## src/rtl/gat_pkg.sv

```systemverilog
// gat_pkg: shared target encoding, header field positions and loader FSM states
package gat_pkg;
    typedef enum logic [1:0] {TGT_H_DATA, TGT_NODE_INFO, TGT_WGT, TGT_RSVD} tgt_e;
    typedef enum logic [1:0] {IDLE, LOAD, DRAIN, DONE} state_e;
    localparam int HDR_TGT_LSB = 0;
    localparam int HDR_TGT_MSB = 1;
    localparam int HDR_N_LSB = 8;
    localparam int HDR_N_MSB = 31;
endpackage

```

## src/rtl/gat_bram_wr_port.sv

```systemverilog
// gat_bram_wr_port: registered ena/wea/din/addra driver for one BRAM write port
module gat_bram_wr_port #(
    parameter int ADDR_W = 10
) (
    input  logic              clk,
    input  logic              rst_n,
    input  logic              we,
    input  logic [31:0]       data,
    input  logic [ADDR_W-1:0] idx,
    output logic              ena,
    output logic              wea,
    output logic [31:0]       din,
    output logic [ADDR_W+1:0] addra
);
    always_ff @(posedge clk) begin
        if (!rst_n) begin
            ena <= 1'b0;
            wea <= 1'b0;
            din <= '0;
            addra <= '0;
        end else begin
            ena <= we;
            wea <= we;
            if (we) begin
                din <= data;
                addra <= {idx, 2'b00};
            end
        end
    end
endmodule

```

## src/rtl/gat_bram_loader.sv

```systemverilog
// gat_bram_loader: framed 32-bit stream to H-data / node-info / weight BRAM writes.
// GAT_LOADER_CHECK_EN enables header checks, the DRAIN path and loader_err.
module gat_bram_loader
    import gat_pkg::*;
#(
    parameter int H_DATA_DEPTH = 242101,
    parameter int NODE_INFO_DEPTH = 13264,
    parameter int WEIGHT_DEPTH = 22928,
    parameter int H_DATA_ADDR_W = $clog2(H_DATA_DEPTH),
    parameter int NODE_INFO_ADDR_W = $clog2(NODE_INFO_DEPTH),
    parameter int WEIGHT_ADDR_W = $clog2(WEIGHT_DEPTH)
) (
    input  logic                        clk,
    input  logic                        rst_n,
    input  logic [31:0]                 s_data,
    input  logic                        s_valid,
    output logic                        s_ready,
    input  logic                        load_clr,
    output logic [31:0]                 h_data_bram_din,
    output logic                        h_data_bram_ena,
    output logic                        h_data_bram_wea,
    output logic [H_DATA_ADDR_W+1:0]    h_data_bram_addra,
    output logic [31:0]                 h_node_info_bram_din,
    output logic                        h_node_info_bram_ena,
    output logic                        h_node_info_bram_wea,
    output logic [NODE_INFO_ADDR_W+1:0] h_node_info_bram_addra,
    output logic [31:0]                 wgt_bram_din,
    output logic                        wgt_bram_ena,
    output logic                        wgt_bram_wea,
    output logic [WEIGHT_ADDR_W+1:0]    wgt_bram_addra,
    output logic                        h_data_bram_load_done,
    output logic                        h_node_info_bram_load_done,
    output logic                        wgt_bram_load_done,
    output logic                        loader_busy,
    output logic                        loader_err
);
    state_e state, nxt, idle_nxt;
    tgt_e tgt_r, hdr_tgt, tgt_sel;
    logic [23:0] hdr_n, len, cnt;
    logic hs, last, in_done;
    assign hdr_tgt = tgt_e'(s_data[HDR_TGT_MSB:HDR_TGT_LSB]);
    assign hdr_n = s_data[HDR_N_MSB:HDR_N_LSB];
    assign hs = s_valid & s_ready;
    assign last = cnt == len - 24'd1;
    assign in_done = state == DONE;
`ifdef GAT_LOADER_CHECK_EN
    logic bad_hdr;
    logic [23:0] depth;
    always_comb begin
        depth = hdr_tgt == TGT_H_DATA ? 24'(H_DATA_DEPTH) :
                hdr_tgt == TGT_NODE_INFO ? 24'(NODE_INFO_DEPTH) : 24'(WEIGHT_DEPTH);
        bad_hdr = hdr_tgt == TGT_RSVD || hdr_n > depth;
        idle_nxt = hdr_n == 24'd0 ? IDLE : bad_hdr ? DRAIN : LOAD;
        tgt_sel = hdr_tgt;
    end
    always_ff @(posedge clk) begin
        if (!rst_n) loader_err <= 1'b0;
        else if (state == IDLE && hs && (hdr_n == 24'd0 || bad_hdr)) loader_err <= 1'b1;
    end
`else
    // Unchecked build: empty frames complete immediately, reserved target aliases weight
    always_comb begin
        idle_nxt = hdr_n == 24'd0 ? DONE : LOAD;
        tgt_sel = hdr_tgt == TGT_RSVD ? TGT_WGT : hdr_tgt;
    end
    assign loader_err = 1'b0;
`endif
    always_comb begin
        nxt = state == IDLE ? (hs ? idle_nxt : IDLE) :
              state == LOAD ? (hs && last ? DONE : LOAD) :
              state == DRAIN ? (hs && last ? IDLE : DRAIN) : IDLE;
    end
    always_ff @(posedge clk) begin
        if (!rst_n) begin
            state <= IDLE;
            s_ready <= 1'b1;
            loader_busy <= 1'b0;
            tgt_r <= TGT_H_DATA;
            len <= '0;
            cnt <= '0;
            h_data_bram_load_done <= 1'b0;
            h_node_info_bram_load_done <= 1'b0;
            wgt_bram_load_done <= 1'b0;
        end else begin
            state <= nxt;
            s_ready <= nxt != DONE;
            loader_busy <= nxt != IDLE;
            if (state == IDLE && hs) begin
                tgt_r <= tgt_sel;
                len <= hdr_n;
                cnt <= '0;
            end else if (hs) begin
                cnt <= cnt + 24'd1;
            end
            // A set in the DONE cycle takes priority over a simultaneous clear
            h_data_bram_load_done <= (in_done && tgt_r == TGT_H_DATA) || (h_data_bram_load_done && !load_clr);
            h_node_info_bram_load_done <= (in_done && tgt_r == TGT_NODE_INFO) || (h_node_info_bram_load_done && !load_clr);
            wgt_bram_load_done <= (in_done && tgt_r == TGT_WGT) || (wgt_bram_load_done && !load_clr);
        end
    end
    gat_bram_wr_port #(.ADDR_W(H_DATA_ADDR_W)) u_h_data (
        .clk(clk), .rst_n(rst_n),
        .we(hs && state == LOAD && tgt_r == TGT_H_DATA),
        .data(s_data), .idx(cnt[H_DATA_ADDR_W-1:0]),
        .ena(h_data_bram_ena), .wea(h_data_bram_wea),
        .din(h_data_bram_din), .addra(h_data_bram_addra)
    );
    gat_bram_wr_port #(.ADDR_W(NODE_INFO_ADDR_W)) u_node_info (
        .clk(clk), .rst_n(rst_n),
        .we(hs && state == LOAD && tgt_r == TGT_NODE_INFO),
        .data(s_data), .idx(cnt[NODE_INFO_ADDR_W-1:0]),
        .ena(h_node_info_bram_ena), .wea(h_node_info_bram_wea),
        .din(h_node_info_bram_din), .addra(h_node_info_bram_addra)
    );
    gat_bram_wr_port #(.ADDR_W(WEIGHT_ADDR_W)) u_wgt (
        .clk(clk), .rst_n(rst_n),
        .we(hs && state == LOAD && tgt_r == TGT_WGT),
        .data(s_data), .idx(cnt[WEIGHT_ADDR_W-1:0]),
        .ena(wgt_bram_ena), .wea(wgt_bram_wea),
        .din(wgt_bram_din), .addra(wgt_bram_addra)
    );
endmodule

```

## config.mk

```make
export PLATFORM = sky130hd
export DESIGN_NAME = gat_bram_loader
export DESIGN_NICKNAME = d
export VERILOG_FILES = /design/src/rtl/gat_pkg.sv /design/src/rtl/gat_bram_wr_port.sv /design/src/rtl/gat_bram_loader.sv
export SDC_FILE = /design/constraint.sdc
export NUM_CORES = 1
export LEC_CHECK = 0
export BUFFER_PORTS_ARGS = -buffer_cell sky130_fd_sc_hd__buf_2
export CAP_MARGIN = 0
export CORE_MARGIN = 3
export CORE_UTILIZATION = 56
export CTS_BUF_LIST = sky130_fd_sc_hd__clkbuf_8
export DETAILED_ROUTE_END_ITERATION = 10
export GPL_TIMING_DRIVEN = 0
export PLACE_DENSITY_LB_ADDON = 0.08
export SKIP_LAST_GASP = 1
export SLEW_MARGIN = 20
export SYNTH_ARGS = -nofsm -noshare
export SYNTH_HDL_FRONTEND = slang
export SYNTH_SLANG_ARGS = --single-unit
```

## constraint.sdc

```tcl
create_clock -name clk -period 3.5 [get_ports clk]
set_clock_uncertainty 0.05 [all_clocks]
set_input_delay 0.35 -clock clk [delete_from_list [all_inputs] [get_ports clk]]
set_output_delay 0.35 -clock clk [all_outputs]
set_load 0.01 [all_outputs]
```

* Word level (Yosys, flattened, before mapping)
Cells that the tools add are included.
Word-level totals: bits in registers 203, bits of input ports 36, output and inout port bits 161, word-level logic and storage cells 59
Cells by class: $add $sub $neg 2, eq/ne operators 8, muxes and demuxes 8, bitwise operators 2, reduce and logical (&&, ||, !) cells 21
Operator list (count):
- adder 24 x 1 -> 24 bit (second input constant) | 1
- == test 24 bit | 1
- zero test 24 bit | 1
- subtractor 24 x 1 -> 24 bit (second input constant) | 1
- 2-to-1 mux 2 bit | 8
- logical AND 1 bit | 12
- == test 2 bit (second input constant) | 4
- == test 2 x 1 -> 1 bit (second input constant) | 2
- zero test 2 bit | 2
- logical OR 1 bit | 3
- inequality test 2 bit (second input constant) | 1
- nonzero test 2 bit | 1
- OR reduction 2 bit | 1
- AND 1 bit | 1
- zero test 1 bit | 1
- inverter 1 bit | 1

* Logic depth before layout (Yosys ltp)
depth in word-level cells 8, depth in mapped cells 10, depth with buffers taken out 10

* Cells and area by module
Synthesis repeated with hierarchy kept, for this count alone.
Second synthesis, totals: cell total of the unflattened synthesis 913, area total of the unflattened synthesis 9066.2 sq um
Modules (own cells, without submodules):
- gat_bram_loader | instances 1, cells each 434, area an instance 3428.3 sq um, sequential area each 1141.1 sq um
- gat_bram_wr_port at u_h_data | instances 1, cells each 167, area an instance 1971.9 sq um, sequential area each 1021.0 sq um
- gat_bram_wr_port at u_wgt | instances 1, cells each 158, area an instance 1860.5 sq um, sequential area each 960.9 sq um
- gat_bram_wr_port at u_node_info | instances 1, cells each 154, area an instance 1805.5 sq um, sequential area each 940.9 sq um

* Worst setup path before layout
No wires, ideal clock.
path type flip-flop to flip-flop, from register len[13], to register s_ready, setup time 0.120 ns, arrival 2.641 ns, required time 3.330 ns, path slack 0.689 ns, cell stages (with the launch flop) 9, buffers on the path 0, clock period less this slack 2.811 ns, cell sequence dfxtp_1 > or4_4 > or3_4 > o31a_1 > nor4_2 > nand4_1 > a2111oi_4 > a31oi_1 > or2_1
Between the ends: word-level cells in the longest chain between the ends 8, elaborated cells on any way between the ends 9, those cells by class add/sub: 1; eq/ne: 2; mux: 5; reduce/logical: 1
RTL lines:
- from (decl) | RTL line gat_bram_loader.sv:39 | logic [23:0] hdr_n, len, cnt;
- from (signal assigned) | RTL line gat_bram_loader.sv:90 | len <= hdr_n;
- subtractor 24 x 1 -> 24 bit (*) | RTL line gat_bram_loader.sv:44 | assign last = cnt == len - 24'd1;
- == test 24 bit (*) | RTL line gat_bram_loader.sv:44
- logical AND 1 bit (*) | RTL line gat_bram_loader.sv:70, gat_bram_loader.sv:71
- 2-to-1 mux 2 bit (2 in series) | RTL line gat_bram_loader.sv:71 | state == DRAIN ? (hs && last ? IDLE : DRAIN) : IDLE;
- 2-to-1 mux 2 bit (*) | RTL line gat_bram_loader.sv:70 | state == LOAD ? (hs && last ? DONE : LOAD) :
- 2-to-1 mux 2 bit (*) | RTL line gat_bram_loader.sv:69 | nxt = state == IDLE ? (hs ? idle_nxt : IDLE) :
- inequality test 2 bit (*) | RTL line gat_bram_loader.sv:86 | s_ready <= nxt != DONE;
- to (signal assigned) | RTL line gat_bram_loader.sv:76 | s_ready <= 1'b1;
- to (signal assigned) | RTL line gat_bram_loader.sv:86
- to (decl) | RTL line gat_bram_loader.sv:17 | output logic s_ready,
Every way passes the cells marked *; elsewhere a longest branch is shown, timed or not. A chain may end at the register's enable or synchronous reset.

* Worst setup path in the final report
from register len[2], to register s_ready
The elaborated chain is that of the path after synthesis.

==> impl_metrics.env <==
export IMPL_r2r_setup_slack_ps=340
export IMPL_cp_arrival_ps=3510
export IMPL_globalRouteTotalUtil_pct=29.4
export IMPL_worst_pin_slew_ps=1040
export IMPL_fmax_mhz=316
export IMPL_cts_hold_buf=0
export IMPL_critPathKind="flip-flop to flip-flop"
export IMPL_power_density_nw_per_um2=480
export IMPL_syn_area_um2=8600
export IMPL_cts_path_max_buffers=3
export IMPL_cp_data_required_time_ps=3840
export IMPL_core_area_um2=14800
export IMPL_drt_total_wl_mm=24.8
export IMPL_crit_reg2reg_launch="len[2]"
export IMPL_setup_viol=0
export IMPL_ys_flop_type="dfxtp_1"
export IMPL_cts_setup_buffers=0
export IMPL_hold_viol=0
export IMPL_area_growth_pct=22.2
export IMPL_setup_ws_ps=337
export IMPL_wire_per_inst_um=16.7
export IMPL_max_vdd_ir_drop_mv=0.326
export IMPL_grt_pass1_vias=7914
export IMPL_gp_congestion=0.861
export IMPL_slew_headroom_pct=30.2
export IMPL_yosys_warnings=0
export IMPL_path_clk_slew_ps=60
export IMPL_fin_area_um2=10500
export IMPL_antenna_found_initial=0
export IMPL_root_buffer="clkbuf_8"
export IMPL_post_place_ws_ps=399
export IMPL_rows=44
export IMPL_hold_start="s_data[3]"
export IMPL_vias_per_cell=5.46
export IMPL_endpoint_kind="flip-flop"
export IMPL_ys_types=53
export IMPL_port_buffers=188
export IMPL_crit_fanout=7
export IMPL_place_hpwl_mm=18.0
export IMPL_route_detailed_drc=0
export IMPL_reg2reg_depth=10
export IMPL_clock_latency_ps=520
export IMPL_setup_worst_path_start_class="flip-flop"
export IMPL_first_pass_iters=5
export IMPL_ctsResizeCount=0
export IMPL_finalCritPeriodShare_pct=90.4
export IMPL_drtAntennaViolNets=0
export IMPL_rsz0062_at_grt="false"
export IMPL_grt_pass1_wl_mm=39.5
export IMPL_power_leakage_nw=4.24
export IMPL_outcome="finished, final reports clean"
export IMPL_gr_total_overflow=0
export IMPL_cts_made_buffers=34
export IMPL_syn_instance_count=1053
export IMPL_die_h_um=130
export IMPL_min_to="u_wgt.din[3]"
export IMPL_tritoncts="built"
export IMPL_grt_start_max_net_pins=11
export IMPL_drv_cap=0
export IMPL_drive_gt1_share_pct=19.9
export IMPL_fill_cells=1239
export IMPL_regToRegEndpoint="s_ready"
export IMPL_totalNegativeSetupSlack_ps=0
export IMPL_hp_class="input port to flip-flop"
export IMPL_place_area_um2=9800
export IMPL_synth_edf_count=0
export IMPL_drtIter0Drc=457
export IMPL_nets=1321
export IMPL_cts_htree_levels=2
export IMPL_vias=8137
export IMPL_finalMaxSlewViolations=0
export IMPL_clock_sinks=203
export IMPL_io_pins=197
export IMPL_die_area_um2=16900
export IMPL_synth_area_per_cell_um2=8.17
export IMPL_postSynth_asyncResetShare_pct=0
export IMPL_worst_hold_path_num_cells=3
export IMPL_diodes=0
export IMPL_ys_seq_area_share_pct=47.2
export IMPL_min_period_ps=3160
export IMPL_synth_seq_cells=203
export IMPL_die_w_um=130
export IMPL_initial_core_util_pct=58.3
## layer usage
layer | share of wire (%) | up-vias | wire, um | global-route usage [%]
li1 | - | 3918 | - | -
met1 | 41 | 3796 | 10200 | 35.9
met4 | 4.3 | 0 | 1060 | 14.2
met5 | 0 | - | 0 | 0
met3 | 8.4 | 75 | 2090 | 7.25
met2 | 46 | 348 | 11500 | 48.6
## per-stage QoR
step | util [%] | std cells | total power (W) | hold WS [ps]
3_3_place_gp | 66.4 | 1431 | 0.00287 | 396
3_5_place_dp | 66.4 | 1431 | 0.00288 | 403
5_1_grt | 71.3 | 1490 | 0.00522 | 68.3
6_report | 71.3 | 1490 | 0.00505 | 56.7
2_1_floorplan | - | 1059 | 0.00272 | 407
4_1_cts | 71.3 | 1490 | 0.00506 | 42.0
## cell type report
cell class | instances | area [um2] | share of cell area (%)
multi-input combinational | 759 | 4160 | 39.5
sequential | 203 | 4060 | 38.6
timing repair buffer | 188 | 941 | 8.95
clock buffer | 43 | 592 | 5.63
buffer | 88 | 372 | 3.53
tap | 184 | 230 | 2.19
clock inverter | 16 | 126 | 1.20
inverter | 9 | 33.8 | 0.321
## synth_stat cells, drive strengths merged, types with 3 or more instances
master,n,area share [%]
nand2,356,16
dfxtp,203,47
a21boi,170,15
clkbuf,75,3.3
nor2,35,1.5
xnor2,27,2.7
xor2,19,1.9
nand3,17,0.99
nor3,14,0.81
nor4,14,1.1
buf,13,1.0
nand4,10,0.73
inv,9,0.39
or3,9,0.73
a21oi,7,0.41
and3,7,0.51
nand2b,6,0.44
o21ai,6,0.35
and2,5,0.36
nor2b,5,0.36
nor4b,5,0.58
nor3b,4,0.35
or2,4,0.29
a21o,3,0.26
## worst max-delay path, cell delays in order (launching register included)
cell       delay [ps]
dfxtp_1           300
clkbuf_1          180
nor4_1            540
and3_1            240
clkbuf_1          290
a21oi_1           120
nor4b_1           330
nand4_1           210
a2111oi_4         460
a31oi_1           120
or2_1             210
## sequential cells by signal, summed over array words and instances, names as in the netlist
name and count:
cnt 24, h_data_bram_load_done 1, h_node_info_bram_load_done 1, len 24
loader_busy 1, s_ready 1, state 2, tgt_r 2
u_h_data.addra 18, u_h_data.din 32, u_h_data.wea 1, u_node_info.addra 14
u_node_info.din 32, u_node_info.wea 1, u_wgt.addra 15, u_wgt.din 32
u_wgt.ena 1, wgt_bram_load_done 1
## worst max path at each step
stage                     startpoint  endpoint  depth (start not counted)
after detailed placement      len[2]   s_ready                         10
after global placement        len[2]   s_ready                         10
after CTS                     len[2]   s_ready                         10
after global routing          len[2]   s_ready                         10
final                         len[2]   s_ready                         10
after floorplan              len[13]   s_ready                          8
## cells in the final DEF, fill, tap and decap left out, types with 10 or more instances in the layout
cell type | Yosys | final
xor2_1 | 19 | 19
nor2_1 | 35 | 35
nor3_1 | 14 | 14
buf_2 | 0 | 188
nand2_1 | 356 | 356
nand3_1 | 17 | 17
clkbuf_8 | 0 | 43
nand4_1 | 10 | 10
nor4_1 | 13 | 13
dfxtp_1 | 203 | 203
a21boi_0 | 170 | 170
inv_1 | 9 | 17
xnor2_1 | 27 | 27
clkbuf_1 | 75 | 75
buf_4 | 11 | 11
## report_power, final
part | internal, W | switching (W)
combinational | 0.000172 | 0.000270
sequential | 0.00235 | 0.0000363
clock | 0.00126 | 0.000959
total | 0.00378 | 0.00127
## cell families after synthesis
kind of cell	after synthesis	share of synthesized area [%]
other	1	0.0436
muxes	1	0.116
DFF	203	47.2
xor gates and xnor gates	46	4.68
and+or+nand+nor	498	25.0
AOI/OAI and AO/OA	205	17.9
adders and majority gates	2	0.291
buffers and inverters	97	4.71
No activity file was read; power rests on OpenSTA's default activity.
